$ cat config.mk
export PLATFORM = sky130hd
export DESIGN_NAME = miss_block_streamer
export DESIGN_NICKNAME = d
export VERILOG_FILES = /design/src/rtl/miss_block_streamer.sv
export SDC_FILE = /design/constraint.sdc
export NUM_CORES = 1
export LEC_CHECK = 0
export ABC_AREA = 0
export CELL_PAD_IN_SITES_DETAIL_PLACEMENT = 1
export CELL_PAD_IN_SITES_GLOBAL_PLACEMENT = 1
export CORE_MARGIN = 3
export CORE_UTILIZATION = 41
export DETAILED_ROUTE_END_ITERATION = 8
export PLACE_DENSITY = 0.86
export SLEW_MARGIN = 20
export SYNTH_ARGS = -nofsm -noshare
export SYNTH_HDL_FRONTEND = slang
export SYNTH_SLANG_ARGS = --single-unit
$ cat constraint.sdc
create_clock -name i_clk -period 5.45 [get_ports i_clk]
set_input_delay 1.09 -clock i_clk [delete_from_list [all_inputs] [get_ports i_clk]]
set_output_delay 1.09 -clock i_clk [all_outputs]
set_load 0.005 [all_outputs]
$ cat src/rtl/miss_block_streamer.sv
`default_nettype none
// miss_block_streamer: captures a refilled cache block and streams its words
// critical-word-first (or only the missed word) over a valid/ready handshake.
module miss_block_streamer #(
  parameter int WORD_WIDTH = 20,
  parameter int NUM_WORDS  = 16,
  parameter int STREAM_ALL = 1,
  localparam int OFF_W          = $clog2(NUM_WORDS),
  localparam int MEM_DATA_WIDTH = WORD_WIDTH * NUM_WORDS
) (
  input  logic                      i_clk,
  input  logic                      i_rstn,
  input  logic [MEM_DATA_WIDTH-1:0] i_mem_data,
  input  logic [OFF_W-1:0]          i_block_offset_bits,
  input  logic                      i_valid,
  output logic                      o_ready,
  output logic [WORD_WIDTH-1:0]     o_word,
  output logic [OFF_W-1:0]          o_word_offset,
  output logic                      o_critical,
  output logic                      o_last,
  output logic                      o_valid,
  input  logic                      i_ready
);

  typedef enum logic [0:0] {
    IDLE   = 1'b0,
    STREAM = 1'b1
  } state_t;

  localparam logic [OFF_W-1:0] LAST_COUNT = OFF_W'(NUM_WORDS - 1);

  state_t                    state;
  logic [MEM_DATA_WIDTH-1:0] data_q;
  logic [OFF_W-1:0]          start_q;
  logic [OFF_W-1:0]          count_q;
  logic [OFF_W-1:0]          sel;
  logic                      streaming;
  logic                      last_beat;

  // Offset arithmetic wraps naturally in OFF_W bits, giving the critical-word-first order.
  assign streaming = (state == STREAM);
  assign sel       = start_q + count_q;
  assign last_beat = (STREAM_ALL == 0) || (count_q == LAST_COUNT);

  assign o_ready       = i_rstn && !streaming;
  assign o_valid       = streaming;
  assign o_word        = streaming ? data_q[sel*WORD_WIDTH +: WORD_WIDTH] : '0;
  assign o_word_offset = streaming ? sel : '0;
  assign o_critical    = streaming && (count_q == '0);
  assign o_last        = streaming && last_beat;

  always_ff @(posedge i_clk) begin
    if (!i_rstn) begin
      state   <= IDLE;
      data_q  <= '0;
      start_q <= '0;
      count_q <= '0;
    end else begin
      case (state)
        IDLE: begin
          if (i_valid) begin
            data_q  <= i_mem_data;
            start_q <= i_block_offset_bits;
            count_q <= '0;
            state   <= STREAM;
          end
        end
        STREAM: begin
          if (i_ready) begin
            if (last_beat) begin
              state <= IDLE;
            end else begin
              count_q <= count_q + 1'b1;
            end
          end
        end
        default: state <= IDLE;
      endcase
    end
  end

endmodule
`default_nettype wire

; ---- Word level (Yosys, flattened, before mapping)
; Index checks and enable logic that the tools add are counted.
[classes]
n_reduce_logical = 7
n_mux = 10
shift = 1
mul = 1
n_eq_ne = 4
n_bitwise = 1
n_addsub = 2
[op_table]
columns = cell, count
row1 = variable part select 320 x 10 -> 20 bit, 1
row2 = two-way mux 20 bit, 1
row3 = two-way mux 4 bit, 4
row4 = case mux 4 bit (2 select lines), 1
row5 = "multiplier 4 x 3 -> 7 bit, second input constant", 1
row6 = "inequality test 2 bit, second input constant", 3
row7 = "adder 4 x 1 -> 4 bit, second input constant", 1
row8 = adder 4 bit, 1
row9 = "== test 4 bit, second input constant", 1
row10 = zero test 4 bit, 1
row11 = logical AND 1 bit, 3
row12 = two-way mux 1 bit, 3
row13 = AND reduction 3 bit, 1
row14 = case mux 1 bit (2 select lines), 1
row15 = AND reduction 2 bit, 1
row16 = zero test 1 bit, 1
row17 = NOT 1 bit, 1
[totals]
in_bits = 328
out_inout_bits = 28
regBits = 329

; ---- Longest topological paths before layout
; Gate-level depths: netlist of the first run.
[depth]
word_depth = 4
depth_mapped = 7
ltp_nobuf = 5

; ---- Worst setup path before layout of the first run
; No wires, ideal clock.
[synth_path]
path_type = register to output
start = register count_q[0]
end = output o_word[10]
t_required_ps = 4360
slack_ps = 2471
t_arrival_ps = 1889
n_path_buf = 2
path_stages_with_launch = 8
cell_sequence = dfxtp_1 -> ha_1 -> fa_1 -> buf_2 -> buf_2 -> mux4_2 -> mux2i_1 -> o22ai_1
[synth_via]
elab_chain_len = 4
[synth_rtl]
columns = element, line_no
row1 = start: declaration, 35  ; logic [OFF_W-1:0] count_q;
row2 = start signal: assignment, 73  ; count_q <= count_q + 1'b1;
row3 = adder 4 bit, 42  ; assign sel = start_q + count_q;
row4 = multiplier 4 x 3 -> 7 bit, 47  ; assign o_word = streaming ? data_q[sel*WORD_WIDTH +: WORD_WIDTH] : '0;
row5 = variable part select 320 x 10 -> 20 bit, 47
row6 = two-way mux 20 bit, 47
row7 = end: declaration, 17  ; output logic [WORD_WIDTH-1:0] o_word,
; No other way between the ends.

; ---- Worst setup path after layout of the first run
[layout_path]
start = register count_q[0]
end = output o_word[19]
; The elaborated chain is that of the path after synthesis.

==> reports/qor.csv, run 1 <==
metric;value;unit
outcome;completed;
layout cells sized above 1;6.14;%
# rows;69;
most common library cell in the layout ignoring fill and taps;sky130_fd_sc_hd__nand2_1;
later-pin clock latency in the skew report;0.51;ns
post-CTS setup-driven buffer insertion count;0;
transition time at the pin with the least slew margin;1.09;ns
reported leakage power;0.00727;uW
sequential fraction of the synthesis area;44.1;%
critical path cell sequence;ha_4, fa_4, mux4_2, mux2i_1, o22ai_1, clkdlybuf4s50_1;
detailed-route via count;13118;
Gate Count Post-Synth;1620;
HPWL reported at the end of detailed placement;41.9;mm
number of hold buffers added after cts;0;
area added between synthesis and finish;33.0;%
Die W;197;um
post-route ant nets;0;
Total GRT Usage;27.9;%
Data arrival, critical path;3.88;ns
Layout Utilization;55.6;%
DR WL/cell;23.5;um
root buffer selected by CTS;sky130_fd_sc_hd__clkbuf_16;
Synth Cell Area;0.0149;sq mm
Data required, critical path;4.36;ns
number of nets in the synthesized netlist;1954;
post-route non-filler standard cell count;2383;
buffer depth of the longest clock path;3;
cts bufs inserted;36;
yosys warns;0;
most frequent cells in the layout;sky130_fd_sc_hd__nand2_1, sky130_fd_sc_hd__clkdlybuf4s50_1, sky130_fd_sc_hd__dfxtp_1;
Worst IR Drop VDD;0.173;mV
Total Negative Setup Slacks;0;ns
effective utilization at floorplan;41.8;%
total number of nets in the final design;2228;
Setup crit end kind;output pin;
Gates resized, CTS repair;0;
number of buffer and inverter stages on the critical path;1;
hold violation count in the final report;0;
fillers;4044;
power per standard cell area;303;mW/mm^2
maximum frequency from static timing analysis;201;MHz
unrepaired setup endpoints after global routing;no;
CTS tree;yes;
mean cell area of the mapped netlist;9.22;sq um
type of the setup path with the least slack;reg -> out;
total of flip-flops plus latches after synthesis;329;
wire length of the first global-routing pass;82.5;mm
total clock sinks;329;
Via-to-Cell Ratio;5.50;
number of max-cap violations;0;
Final setup violation count;0;
final worst hold slack;0.462;ns
port bufs;355;
Iteration-0 DRC Markers;1161;
Slew Viols, Final;0;
detailed-routing iteration count for the pre-antenna-repair pass;5;
worst-case headroom to the max-slew limit;27.1;%
number of H-tree levels;2;
biggest fanout along the worst timing path;41;
weighted congestion reported at the end of routability-driven placement;0.943;
antenna violations before repair;0;
power after layout;6020;uW
Max stage delay cell, worst path;sky130_fd_sc_hd__fa_4;
slowest stage delay, CP;1.16;ns
number of placed instances with taps included;2317;
cell family with the largest share of critical-path delay;adder cells;
type of element launching the critical path;flop;
via count of the first global-routing pass;13714;
Final period util;91.3;%
clock-pin slew of the registers on the worst-case setup and hold paths;0.06;ns
total die area;0.0387;sq mm
number of ports placed on the die boundary;356;
count of unique library cells instantiated by Yosys;32;
Final min period;4.97;ns
Std-Cell Core Area;0.0357;sq mm
largest net degree at the start of global routing;171;
setup skew after layout;0.0109;ns
routed wire length;56.0;mm
Congestion Overflow GR;0;
antenna cell count;0;
overall die height;197;um
remaining design rule violation count;0;
worst hold path class;reg -> reg;
worst reg2reg max path, stage by stage, from the launching register on:
cell and delay (ns):
sky130_fd_sc_hd__dfxtp_1 0.67, sky130_fd_sc_hd__inv_1 0.23, sky130_fd_sc_hd__nand2_8 0.71, sky130_fd_sc_hd__buf_4 0.72, sky130_fd_sc_hd__nand2_1 0.10, sky130_fd_sc_hd__a21boi_0 0.24
path summary, 6_finish.rpt:
path         slack (ns)     endpoint        start  cells past startpoint
max                0.48   o_word[19]   count_q[0]                      6
min                0.46  data_q[295]  data_q[295]                      2
max reg2reg        2.68  data_q[283]      o_valid                      5
min reg2reg        0.46  data_q[295]  data_q[295]                      2
area by class of cell:
cell class	instances	area (sq um)	area share (%)
clock buffer	46	1010	5.08
tap	461	577	2.90
sequential	329	6590	33.2
clock inverter	20	204	1.03
multi-input combinational	1153	7740	39.0
inverter	4	15.0	0.0756
timing repair buffer	370	3730	18.8
routing by layer:
metal | up-vias | wire length [um] | track usage (%)
met3 | 119 | 3910 | 5.28
met2 | 531 | 25300 | 44.1
met4 | 0 | 2850 | 13.1
met1 | 6424 | 24000 | 37.3
met5 | - | 0 | 0
li1 | 6044 | - | -
Yosys cell counts (all sizes together):
library cell | n | area share [%]
mux2i | 42 | 2.8
nor2 | 5 | 0.13
o22ai | 20 | 0.84
inv | 4 | 0.10
nor3b | 1 | 0.050
nand4b | 1 | 0.059
and2 | 6 | 0.25
clkbuf | 55 | 1.4
xor2 | 2 | 0.17
mux4 | 80 | 13
a31oi | 1 | 0.042
nor3 | 2 | 0.067
nand3 | 1 | 0.033
fa | 1 | 0.13
and3 | 1 | 0.042
ha | 5 | 0.42
a21o | 1 | 0.050
buf | 79 | 3.0
o31ai | 1 | 0.050
o21ai | 1 | 0.033
nor2b | 2 | 0.084
xnor2 | 3 | 0.18
dfxtp | 329 | 44
nand2 | 652 | 16
a21boi | 324 | 16
a21oi | 1 | 0.033
cell families after synthesis:
family,count (synthesis),synth area share [%]
simple gates,671,17.1
fa+ha+maj,6,0.553
compound gates,349,17.3
xor+xnor,5,0.344
mux,122,16.1
buf+inv,138,4.47
flops,329,44.1
where the power goes:
group | internal [uW] | leakage [uW] | switching, uW
sequential | 2540 | 0.00270 | 116
combinational | 465 | 0.00397 | 409
clock | 1470 | 0.000593 | 1020
flip-flops by register name (all words and copies together) (netlist names):
name and cells:
data_q 320, count_q 4, o_valid 1, start_q 4
stage by stage:
step                      cell area, sq um  setup slack (ns)
after CTS                            19900             0.488
final                                19900             0.476
after floorplan                      14900              2.47
after global routing                 19900             0.393
after global placement               18600              1.10
after detailed placement             18600              1.05
Power figures use the tool's default switching activity.
==> run 2: changes to the inputs <==
CELL_PAD_IN_SITES_DETAIL_PLACEMENT = default   (was 1)
CELL_PAD_IN_SITES_GLOBAL_PLACEMENT = default   (was 1)
CORE_UTILIZATION = 50   (was 41)
MAX_ROUTING_LAYER = met4   (was default)
PLACE_DENSITY = 0.79   (was 0.86)
==> run 2 against run 1 <==
Effect of this change:
- non-clock buffer count decreased by 3
- die area decreased by 17%
- sequential share of layout area increased by 0.18 points
- cell count decreased by 3.5%
- register-to-register slack improved by 0.04 ns
- clock skew increased by 0.0095 ns
- critical endpoint is now o_word[10]
- highest routed layer unchanged
==> reports/qor.csv, run 2 (synthesized netlist as in run 1, its figures left out) <==
metric;value;unit;change
outcome;completed;;
buffer depth of the longest clock path;3;;unchanged
detailed-route via count;12939;;-1.4%
wire length of the first global-routing pass;72.3;mm;-12%
total clock sinks;329;;unchanged
antenna violations before repair;5;;+5
transition time at the pin with the least slew margin;1.16;ns;+0.0678 ns
registers with the highest flip-flop counts;data_q x320, count_q x4, start_q x4;;
HPWL reported at the end of detailed placement;36.1;mm;-14%
cell family with the largest share of critical-path delay;adder cells;;
root buffer selected by CTS;sky130_fd_sc_hd__clkbuf_16;;
number of max-cap violations;0;;unchanged
flip-flop count of the largest register after layout;320;;unchanged
type of the setup path with the least slack;reg -> out;;
total die area;0.0320;sq mm;-17%
Final min period;4.97;ns;-0.00308 ns
number of H-tree levels;2;;unchanged
via count of the first global-routing pass;12337;;-10%
slowest stage delay, CP;1.15;ns;about the same
maximum frequency from static timing analysis;201;MHz;about the same
hold violation count in the final report;0;;unchanged
post-CTS setup-driven buffer insertion count;0;;unchanged
Worst IR Drop VDD;0.189;mV;+9.2%
Gates resized, CTS repair;0;;unchanged
most frequent cells in the layout;sky130_fd_sc_hd__nand2_1, sky130_fd_sc_hd__clkdlybuf4s50_1, sky130_fd_sc_hd__dfxtp_1;;
later-pin clock latency in the skew report;0.51;ns;about the same
Data arrival, critical path;3.88;ns;about the same
setup skew after layout;0.0203;ns;+0.00946 ns
Max stage delay cell, worst path;sky130_fd_sc_hd__fa_4;;
effective utilization at floorplan;51.3;%;+9.6 points
number of buffer and inverter stages on the critical path;2;;+1
overall die height;179;um;-9.2%
area added between synthesis and finish;32.3;%;
critical path cell sequence;ha_4, fa_4, buf_12, mux4_1, mux2i_1, o22ai_1, clkdlybuf4s50_1;;
Std-Cell Core Area;0.0291;sq mm;-19%
cts bufs inserted;35;;-2.8%
largest reg by FF count;data_q;;
Setup crit end kind;output pin;;
Total GRT Usage;30.5;%;+2.6 points
type of element launching the critical path;flop;;
Congestion Overflow GR;0;;unchanged
CTS tree;yes;;
total number of nets in the final design;2224;;-0.18%
number of placed instances with taps included;2237;;-3.5%
Die W;179;um;-9.2%
Data required, critical path;4.36;ns;about the same
routed wire length;48.7;mm;-13%
power per standard cell area;302;mW/mm^2;-0.26%
biggest fanout along the worst timing path;42;;+2.4%
port bufs;355;;unchanged
number of hold buffers added after cts;0;;unchanged
Iteration-0 DRC Markers;1417;;+22%
clock-pin slew of the registers on the worst-case setup and hold paths;0.06;ns;about the same
Via-to-Cell Ratio;5.63;;+2.2%
reported leakage power;0.00726;uW;about the same
number of ports placed on the die boundary;356;;unchanged
weighted congestion reported at the end of routability-driven placement;0.907;;-3.9%
# rows;62;;-10%
post-route ant nets;0;;unchanged
Final period util;91.2;%;about the same
detailed-routing iteration count for the pre-antenna-repair pass;5;;unchanged
largest net degree at the start of global routing;258;;+51%
DR WL/cell;21.2;um;-9.8%
most common library cell in the layout ignoring fill and taps;sky130_fd_sc_hd__nand2_1;;
layout cells sized above 1;5.70;%;-0.44 points
Final setup violation count;0;;unchanged
worst-case headroom to the max-slew limit;22.5;%;-4.5 points
unrepaired setup endpoints after global routing;no;;
Total Negative Setup Slacks;0;ns;unchanged
remaining design rule violation count;0;;unchanged
final worst hold slack;0.460;ns;-0.00267 ns
Slew Viols, Final;0;;unchanged
worst hold path class;reg -> reg;;
post-route non-filler standard cell count;2300;;-3.5%
==> run 2: changes by cell type in the layout (fill, tap and decap cells not counted), sizes merged <==
cell / change
buf: -3
diode: +3
clkbuf: +7
inv: -1
clkinv: -8
clkinvlp: -4
==> run 2: final cells by class <==
type                       count  area, sq um
clock inverter                 7          118
fill                        2251         9340
tap                          384          480
inverter                       4         15.0
clock buffer                  53         1080
timing repair buffer         367         3710
sequential                   329         6590
antenna                        3         7.51
multi-input combinational   1153         7750
==> run 2: tightest hold or removal path, cell delays in order, from the launching register on <==
cell	delay, ns
sky130_fd_sc_hd__dfxtp_1	0.30
sky130_fd_sc_hd__nand2_1	0.04
sky130_fd_sc_hd__a21boi_0	0.06
==> run 2: path summary, 6_finish.rpt <==
| path | end | slack (ns) | cells after the start | start |
|---|---|---|---|---|
| max | o_word[10] | 0.48 | 7 | count_q[0] |
| min | data_q[175] | 0.46 | 2 | data_q[175] |
| max reg2reg | data_q[94] | 2.72 | 5 | o_valid |
| min reg2reg | data_q[175] | 0.46 | 2 | data_q[175] |
==> run 2: where the power goes <==
group / leakage, uW / total (uW) / switching, uW / internal, uW
logic: 0.00396 / 861 / 396 / 464
clock network: 0.000596 / 2470 / 956 / 1510
registers: 0.00270 / 2640 / 99.7 / 2540
total: 0.00726 / 5970 / 1450 / 4520
==> run 2: layer usage <==
metal	up-vias	track usage (%)	routed length, um
met4	0	8.96	1360
met3	83	6.46	4170
met5	-	-	0
met2	595	46.2	22400
met1	6224	41.6	20800
li1	6037	-	-
==> run 2: through the flow <==
step                area (sq um)  utilization (%)  total power [uW]  setup slack [ns]
finish                     19800             67.9              5970             0.479
global placement           18500             63.7              3520              1.06
CTS                        19700             67.9              5980             0.496
global route               19800             67.9              6150             0.382
floorplan                  14900                -              3110              2.47
detailed placement         18500             63.7              3540              1.02
==> run 3: changes to the inputs <==
GPL_TIMING_DRIVEN = 1   (was default)
==> results of run 3 <==
The final DEF is identical to that of run 2; final timing and power are the same.
